[src/rtl/decode_opcodes_pkg.sv]
// Shared opcode header: major opcode values carried in ins[15:12].
// Latency: n/a (constants only).
// Backpressure: n/a.
package decode_opcodes_pkg;

    localparam int OP_LSB = 12;
    localparam int OP_W   = 4;

    localparam logic [OP_W-1:0] OP_NOP    = 4'h0;
    localparam logic [OP_W-1:0] OP_JMP    = 4'h1;
    localparam logic [OP_W-1:0] OP_BN     = 4'h2;
    localparam logic [OP_W-1:0] OP_B      = 4'h3;
    localparam logic [OP_W-1:0] OP_JMPIMM = 4'h4;

endpackage

[src/rtl/decode_pkg.sv]
// Decoder types: micro-op record, pc_src encodings, decode FSM states.
// Latency: n/a (types only).
// Backpressure: n/a.
package decode_pkg;

    // arg_a / src_b are sized for the widest legal register address (REG_AW=4);
    // narrower configurations leave the upper bits at zero.
    localparam int REG_AW_MAX = 4;

    typedef enum logic [1:0] {
        PC_SEQ = 2'b00,
        PC_REL = 2'b01,
        PC_IMM = 2'b10,
        PC_REG = 2'b11
    } pc_src_e;

    typedef enum logic {
        ST_IDLE     = 1'b0,
        ST_WAIT_EXT = 1'b1
    } dec_state_e;

    typedef struct packed {
        logic                  read_a;
        logic                  imm_a;
        logic [REG_AW_MAX:0]   arg_a;
        logic                  read_b;
        logic [REG_AW_MAX-1:0] src_b;
        logic [1:0]            pc_src;
        logic                  set_pc;
        logic                  add_pc;
        logic                  inc_pc;
        logic [2:0]            cmp_b;
        logic [1:0]            out_regs;
        logic [15:0]           imm16;
        logic                  illegal;
    } uop_t;

endpackage

[src/rtl/decode_queue.sv]
// Micro-op FIFO of DEPTH entries between the decoder and its consumer.
// Latency: push visible at out_vld the cycle after; no same-cycle bypass.
// Backpressure: in_rdy = !full | out_rdy, so a full queue accepts when popped the same cycle.
module decode_queue
    import decode_pkg::*;
#(
    parameter int DEPTH = 2
) (
    input  logic cpu_clk,
    input  logic cpu_rst_n,
    input  logic in_vld,
    output logic in_rdy,
    input  uop_t in_dat,
    output logic out_vld,
    input  logic out_rdy,
    output uop_t out_dat
);

    localparam int PW = (DEPTH > 1) ? $clog2(DEPTH) : 1;
    localparam int CW = $clog2(DEPTH + 1);

    uop_t          mem [DEPTH];
    logic [PW-1:0] wr_ptr;
    logic [PW-1:0] rd_ptr;
    logic [CW-1:0] count;
    logic          full;
    logic          empty;
    logic          push;
    logic          pop;

    assign full    = (count == CW'(DEPTH));
    assign empty   = (count == '0);
    assign in_rdy  = !full || out_rdy;
    assign out_vld = !empty;
    assign push    = in_vld && in_rdy;
    assign pop     = out_vld && out_rdy;
    // Empty slots present zeros so a reset or drained queue shows a clean uop.
    assign out_dat = empty ? '0 : mem[rd_ptr];

    // Storage write; contents are don't-care while unoccupied.
    always_ff @(posedge cpu_clk) begin
        if (push) begin
            mem[wr_ptr] <= in_dat;
        end
    end

    // Pointers wrap naturally (DEPTH is a power of two); count tracks occupancy 0..DEPTH.
    always_ff @(posedge cpu_clk or negedge cpu_rst_n) begin
        if (!cpu_rst_n) begin
            wr_ptr <= '0;
            rd_ptr <= '0;
            count  <= '0;
        end else begin
            if (push) begin
                wr_ptr <= wr_ptr + PW'(1);
            end
            if (pop) begin
                rd_ptr <= rd_ptr + PW'(1);
            end
            case ({push, pop})
                2'b10:   count <= count + CW'(1);
                2'b01:   count <= count - CW'(1);
                default: count <= count;
            endcase
        end
    end

endmodule

[src/rtl/decode_pipe.sv]
// Instruction decoder: 16-bit words -> uop_t, two-word JMPIMM, queued output. Option: DECODE_ILLEGAL_TRAP_EN.
// Latency: one cycle from accepted word to uop_valid when the queue is empty.
// Backpressure: ins_ready follows queue space (or same-cycle pop); a JMPIMM first word is always taken.
module decode_pipe
    import decode_pkg::*;
    import decode_opcodes_pkg::*;
#(
    parameter int REG_AW = 4,
    parameter int DEPTH  = 2
) (
    input  logic        cpu_clk,
    input  logic        cpu_rst_n,
    input  logic        ins_valid,
    input  logic [15:0] ins,
    output logic        ins_ready,
    output logic        uop_valid,
    input  logic        uop_ready,
    output uop_t        uop,
    output logic        busy
);

    dec_state_e        state_q;
    dec_state_e        state_d;
    logic [OP_W-1:0]   op;
    logic [REG_AW-1:0] reg_a;
    logic [REG_AW-1:0] reg_b;
    logic [4:0]        imm5;
    logic              fn1;
    logic [1:0]        fn2;
    logic              jmpimm_first;
    logic              q_in_rdy;
    logic              ins_accept;
    logic              emit;
    uop_t              dec;
    logic              unused_ins;

    assign op    = ins[OP_LSB +: OP_W];
    assign reg_a = ins[2 +: REG_AW];
    assign reg_b = ins[6 +: REG_AW];
    assign imm5  = ins[5:1];
    assign fn1   = ins[0];
    assign fn2   = ins[1:0];
    assign unused_ins = ^ins[11:10];

    // A JMPIMM opening word produces no uop, so it never needs queue space.
    assign jmpimm_first = (state_q == ST_IDLE) && (op == OP_JMPIMM);
    assign ins_ready    = cpu_rst_n && (q_in_rdy || jmpimm_first);
    assign ins_accept   = ins_valid && ins_ready;
    assign busy         = (state_q == ST_WAIT_EXT) || uop_valid;

    // Decode state register; reset drops any half-received JMPIMM.
    always_ff @(posedge cpu_clk or negedge cpu_rst_n) begin
        if (!cpu_rst_n) begin
            state_q <= ST_IDLE;
        end else begin
            state_q <= state_d;
        end
    end

    // Next state and micro-op for the word currently on ins.
    always_comb begin
        state_d = state_q;
        emit    = 1'b0;
        dec     = '0;
        case (state_q)
            ST_IDLE: begin
                if (op == OP_JMPIMM) begin
                    if (ins_accept) begin
                        state_d = ST_WAIT_EXT;
                    end
                end else begin
                    emit = 1'b1;
                    case (op)
                        OP_NOP: begin
                        end
                        OP_JMP: begin
                            dec.read_a = 1'b1;
                            dec.arg_a  = (REG_AW_MAX + 1)'(reg_a);
                            dec.read_b = 1'b1;
                            dec.src_b  = REG_AW_MAX'(reg_b);
                            dec.set_pc = 1'b1;
                            dec.pc_src = PC_REG;
                        end
                        OP_BN: begin
                            dec.imm_a  = 1'b1;
                            dec.arg_a  = (REG_AW_MAX + 1)'(imm5[REG_AW:0]);
                            dec.read_b = 1'b1;
                            dec.src_b  = REG_AW_MAX'(reg_b);
                            dec.add_pc = 1'b1;
                            dec.inc_pc = 1'b1;
                            dec.cmp_b  = {1'b0, fn1, 1'b1};
                            dec.pc_src = PC_REL;
                        end
                        OP_B: begin
                            dec.read_a = 1'b1;
                            dec.arg_a  = (REG_AW_MAX + 1)'(reg_a);
                            dec.read_b = 1'b1;
                            dec.src_b  = REG_AW_MAX'(reg_b);
                            dec.add_pc = 1'b1;
                            dec.inc_pc = 1'b1;
                            dec.cmp_b  = {fn2, 1'b1};
                            dec.pc_src = PC_REL;
                        end
                        default: begin
`ifdef DECODE_ILLEGAL_TRAP_EN
                            dec.illegal = 1'b1;
`else
                            dec.illegal = 1'b0;
`endif
                        end
                    endcase
                end
            end
            ST_WAIT_EXT: begin
                // Whatever arrives here is the extension word, regardless of its top bits.
                emit       = 1'b1;
                dec.set_pc = 1'b1;
                dec.pc_src = PC_IMM;
                dec.imm16  = ins;
                if (ins_accept) begin
                    state_d = ST_IDLE;
                end
            end
            default: begin
                state_d = ST_IDLE;
            end
        endcase
    end

    decode_queue #(
        .DEPTH (DEPTH)
    ) u_queue (
        .cpu_clk   (cpu_clk),
        .cpu_rst_n (cpu_rst_n),
        .in_vld    (ins_accept && emit),
        .in_rdy    (q_in_rdy),
        .in_dat    (dec),
        .out_vld   (uop_valid),
        .out_rdy   (uop_ready),
        .out_dat   (uop)
    );

endmodule

[config.mk]
export PLATFORM = sky130hd
export DESIGN_NAME = decode_pipe
export DESIGN_NICKNAME = d
export VERILOG_FILES = /design/src/rtl/decode_opcodes_pkg.sv /design/src/rtl/decode_pkg.sv /design/src/rtl/decode_queue.sv /design/src/rtl/decode_pipe.sv
export SDC_FILE = /design/constraint.sdc
export NUM_CORES = 1
export LEC_CHECK = 0
export CORE_ASPECT_RATIO = 0.6
export CORE_UTILIZATION = 55
export CTS_CLUSTER_SIZE = 25
export DETAILED_ROUTE_END_ITERATION = 10
export PLACE_DENSITY = 0.84
export SYNTH_ARGS = -nofsm -noshare
export SYNTH_HDL_FRONTEND = slang
export SYNTH_SLANG_ARGS = --single-unit
[constraint.sdc]
create_clock -name cpu_clk -period 4.15 [get_ports cpu_clk]
set_input_delay 0.6225 -clock cpu_clk [delete_from_list [all_inputs] [get_ports cpu_clk]]
set_output_delay 0.6225 -clock cpu_clk [all_outputs]
set_load 0.01 [all_outputs]
# Yosys cells after proc, flatten, opt, wreduce, memory -nomap -nowiden
# Memories as Yosys holds them, arrays and structs flattened.
# Cells that the tools add are included.
# totals
mem_bits_rw	72
input_bits	20
n_memories	1
output_inout_bits	42
reg_bits	5
elab_cells	51
# op_classes
add_sub_neg	4
eq_ne	7
n_reduce_logical	14
bitwise	1
n_mux	20
# memory_table
memory	depth	width	rd	rd_ports_with_merged_regs	wr	line	source
u_queue.mem	2	36	1	0	1	decode_queue.sv:22	uop_t mem [DEPTH];
# op_table
operator	n
two-way mux 39 bit	1
case mux 12 bit (3 select lines)	1
two-way mux 20 bit	1
two-way mux 16 bit	1
two-way mux 12 bit	1
case mux 5 bit (2 select lines)	1
two-way mux 1 bit	9
equality test 4 x 2 -> 1 bit, second input constant	2
logical AND 1 bit	6
case mux 3 bit (2 select lines)	1
two-way mux 5 bit	1
equality test 2 bit, second input constant	2
equality test 4 x 1 -> 1 bit, second input constant	1
equality test 4 x 3 -> 1 bit, second input constant	1
case mux 1 bit (2 select lines)	2
case mux 2 bit (2 select lines)	1
logical OR 1 bit	3
adder 1 bit, second input constant	2
adder 2 x 1 -> 2 bit, second input constant	1
equality test 2 x 1 -> 1 bit, second input constant	1
logical NOT 1 bit	2
logical NOT 2 bit	1
nonzero test 2 bit	1
OR reduction 2 bit	1
other kinds (2)	2

# Logic depth before layout (Yosys ltp)
# logic_depth
depth_word	10
depth_mapped	8
depth_no_buf	7

# Cells and area by module
# Synthesis repeated with hierarchy kept, for this count alone.
# hier_totals
hier_cells	243
hier_area_um2	3559.7
# by_module_without_submodules
mod	area_per_inst_um2	instances	seq_area_each_um2	cells_per_inst
decode_queue	3140.5	1	2442.3	183
decode_pipe	419.2	1	25.0	60

# Least setup slack after synthesis
# OpenSTA, ideal clock, no wires.
# synth_path
path_type	input to register
start	input ins[15]
end	memory u_queue.mem[0][0] (netlist bit), enable pin
path_buffers	1
setup_ns	0.424
cell_stages	5
t_required_ns	3.726
path_slack_ns	1.124
arrival_ns	2.602
path_cell_list	nor2_1 -> and3_1 -> or2_1 -> buf_4 -> nor2_1
# synth_via
elab_chain_cells	9
elab_cells_between_ends	11
cone_classes	1 x eq/ne; 4 x mux; 6 x reduce/logical
# synth_lines
element	line	source
start, declared	decode_pipe.sv:14	input logic [15:0] ins,
equality test 4 x 3 -> 1 bit (*)	decode_pipe.sv:46, decode_pipe.sv:67	
branches (longest 4 deep; another with case mux 1 bit (2 select lines))	-	
logical AND 1 bit (*)	decode_pipe.sv:135	.in_vld (ins_accept && emit),
logical AND 1 bit (*)	decode_queue.sv:35	assign push = in_vld && in_rdy;
two-way mux 1 bit (*)	decode_queue.sv:42	if (push) begin
two-way mux 1 bit (implied by the code) (*)	decode_queue.sv:43	mem[wr_ptr] <= in_dat;
end, declared	decode_queue.sv:22	
# Mark *: on every way between the ends.

==> metrics.md <==
| Metric | Value |
|---|---|
| Final design instance area without fill | `3850 um2` |
| Ant diodes | `0` |
| Hold-fix buffers at CTS | `0` |
| Area Overhead vs Synth | `26.0%` |
| Yosys warns | `0` |
| Relative slew margins | `32.0%` |
| PnR worst setup slack | `1180 ps` |
| Final slew viol count | `0` |
| Area of the core | `5200 um2` |
| DR vias/cell | `5.33` |
| Critical Path Sink Type | `primary output` |
| Upper clock frequency limit | `336 MHz` |
| Max VDD drop | `0.000584 V` |
| Critical-path maximum fanout | `34` |
| Number of nets in the final layout | `296` |
| Y dimension of the die | `59.7 um` |
| Clock tree from TritonCTS | `built` |
| Final wirelength | `5570 um` |
| Commonest cells after routing, fill and taps aside | `edfxtp_1 (66), clkdlybuf4s50_1 (58), nor2_1 (41)` |
| Type of the setup path with the least slack | `reg -> out` |
| Post-CTS setup-driven buffer insertion count | `0` |
| Leakage power figure | `0.00147 uW` |
| H-tree levels | `3` |
| Final Critical Period | `2970 ps` |
| Sequential fraction of the synthesis area | `69.0%` |
| # port buffers | `58` |
| Wire length of the first global-routing pass | `8740 um` |
| Worst EP arrival | `2350 ps` |
| # DRC | `1` |
| Cell row count | `20` |
| Final cell utilization of the core | `73.9%` |
| Transition time at the pin with the least slew margin | `1020 ps` |
| Violations in the final reports | `DRC` |
| Iteration-0 DRC Markers | `106` |
| Vias | `1845` |
| Largest net degree at the start of global routing | `35` |
| Clock root buffer | `clkbuf_8` |
| Number of cells produced by synthesis | `218` |
| Cell Count Post-Placement | `330` |
| Layout cells sized above 1 | `8.21%` |
| Clk_skew | `5.04 ps` |
| Post-Synthesis Cell Area | `3050 um2` |
| Post-detailed-placement cell area | `3660 um2` |
| All-Layer GR Usage | `21.2%` |
| Number of hold-slack violations in the final timing report | `0` |
| Number of antenna violations at the first check in global routing | `0` |
| Post-cts resize count | `0` |
| Commonest non-fill, non-tap cell in the layout | `edfxtp_1` |
| Final period utilization | `71.7%` |
| Sum of negative setup slack | `0 ps` |
| Power per cell area | `632 nW/um2` |
| Inserted Clock Buffers | `9` |
| Count of boundary I/O pins | `62` |
| CTS max path bufs | `2` |
| Drt wl/cell | `16.1 um` |
| Post-detailed-placement half-perimeter wirelength | `3710 um` |
| Final setup violation count | `0` |
| Worst min-delay path category | `in -> async` |
| Die X-Extent | `98.2 um` |
| Data required, critical path | `3530 ps` |
| Routability congestion estimate from global placement | `0.802` |
| Startpoint type of the worst setup path | `flop` |
| GRT Residual Overflow | `0` |
| Synthesized flop and latch total | `71` |
| Status | `finished with violations` |
| Cell Count, Final, Fillers Out | `346` |
| Unique masters post-synth | `25` |
| Worst Setup Slack post-DPL | `1170 ps` |
| Clock Sink Count | `71` |
| RSZ-0062 raised after global routing | `false` |
| Clock transition at the registers of the reported paths | `70 ps` |
| Maximum capacitance violations | `0` |
| First drt pass iteration count | `7` |
| Starting utilization of the core area | `58.7%` |
| Count of nets left with antenna violations after detail routing | `0` |
| Vias in the first global route | `1727` |
| Mapped Avg Cell Area | `14.0 um2` |
| Insertion delay of the later-clocked pin in the worst-skew pair | `340 ps` |
| Die area | `5860 um2` |
-- layout make-up --
cell class                      count  area (um2)
Clock buffer                       10         128
Clock inverter                      6        60.1
Fill cell                         348        1360
Inverter                            2        7.51
Multi-Input combinational cell    130         858
Sequential cell                    71        2110
Tap cell                           66        82.6
Timing Repair Buffer               61         603
-- path summary, 6_finish.rpt --
path / from / end / slack, ps / depth (start not counted)
max: u_queue.rd_ptr / uop[13] / 1180 / 3
min: cpu_rst_n / state_q / 520 / 1
max reg2reg: state_q / u_queue.mem[1][24] / 1690 / 5
min reg2reg: u_queue.wr_ptr / u_queue.wr_ptr / 530 / 1
max in group asynchronous: cpu_rst_n / u_queue.rd_ptr / 3380 / 1
min in group cpu_clk: u_queue.wr_ptr / u_queue.wr_ptr / 530 / 1
-- critical path: stages (launching register included) --
cell and delay [ps]:
dfrtp_2 1040, mux2i_1 250, nor2_1 160, clkdlybuf4s50_1 550
-- cells by family after synthesis --
kind of cell | after synthesis | share of synthesized area (%)
and+or+nand+nor | 82 | 13.3
DFF | 71 | 69.0
muxes | 33 | 10.8
buffers and inverters | 19 | 3.36
AOI/OAI and AO/OA | 6 | 1.56
xor gates and xnor gates | 5 | 1.43
adders and majority gates | 1 | 0.410
other | 1 | 0.123
-- report_power, final --
part | switching [uW] | internal, uW | leakage (uW)
clock | 249 | 275 | 0.0000941
combinational | 383 | 516 | 0.000693
sequential | 124 | 884 | 0.000682
total | 756 | 1680 | 0.00147
-- Yosys cell counts --
| library cell | n | area (um2) |
|---|---|---|
| edfxtp_1 | 66 | 1980 |
| nor2_1 | 44 | 165 |
| mux2i_1 | 33 | 330 |
| and2_1 | 24 | 150 |
| buf_4 | 7 | 52.6 |
| clkbuf_1 | 6 | 22.5 |
| dfrtp_1 | 5 | 125 |
| a22oi_1 | 4 | 30.0 |
| buf_2 | 4 | 20.0 |
| and3_1 | 3 | 18.8 |
| xnor2_1 | 3 | 26.3 |
| inv_1 | 2 | 7.51 |
| nor2b_1 | 2 | 12.5 |
| or2_2 | 2 | 12.5 |
| or3_1 | 2 | 12.5 |
| xor2_1 | 2 | 17.5 |
| a32o_1 | 1 | 10.0 |
| conb_1 | 1 | 3.75 |
| ha_1 | 1 | 12.5 |
| nand3_1 | 1 | 5.00 |
| nor3_1 | 1 | 5.00 |
| nor4b_1 | 1 | 8.76 |
| o21a_1 | 1 | 7.51 |
| or2_1 | 1 | 6.26 |
| or3b_1 | 1 | 8.76 |
-- per-layer routing --
layer | up-vias | part of all wire, % | global-route usage, %
met1 | 880 | 47 | 29.7
met2 | 80 | 43 | 31.2
met3 | 6 | 8.2 | 7.72
met5 | - | 0 | 0
met4 | 0 | 1.3 | 7.25
li1 | 879 | - | -
-- registers in the layout, indices dropped and copies added (netlist names) --
| register | count |
|---|---|
| state_q | 1 |
| u_queue.count | 2 |
| u_queue.mem | 66 |
| u_queue.rd_ptr | 1 |
| u_queue.wr_ptr | 1 |
-- per-stage QoR --
stage | power [uW] | hold slack, ps
after CTS | 2450 | 522
after floorplan | 1470 | 327
after global placement | 1920 | 510
after global routing | 2560 | 535
after detailed placement | 1930 | 515
final | 2430 | 523
(Power assumes the default switching activity.)
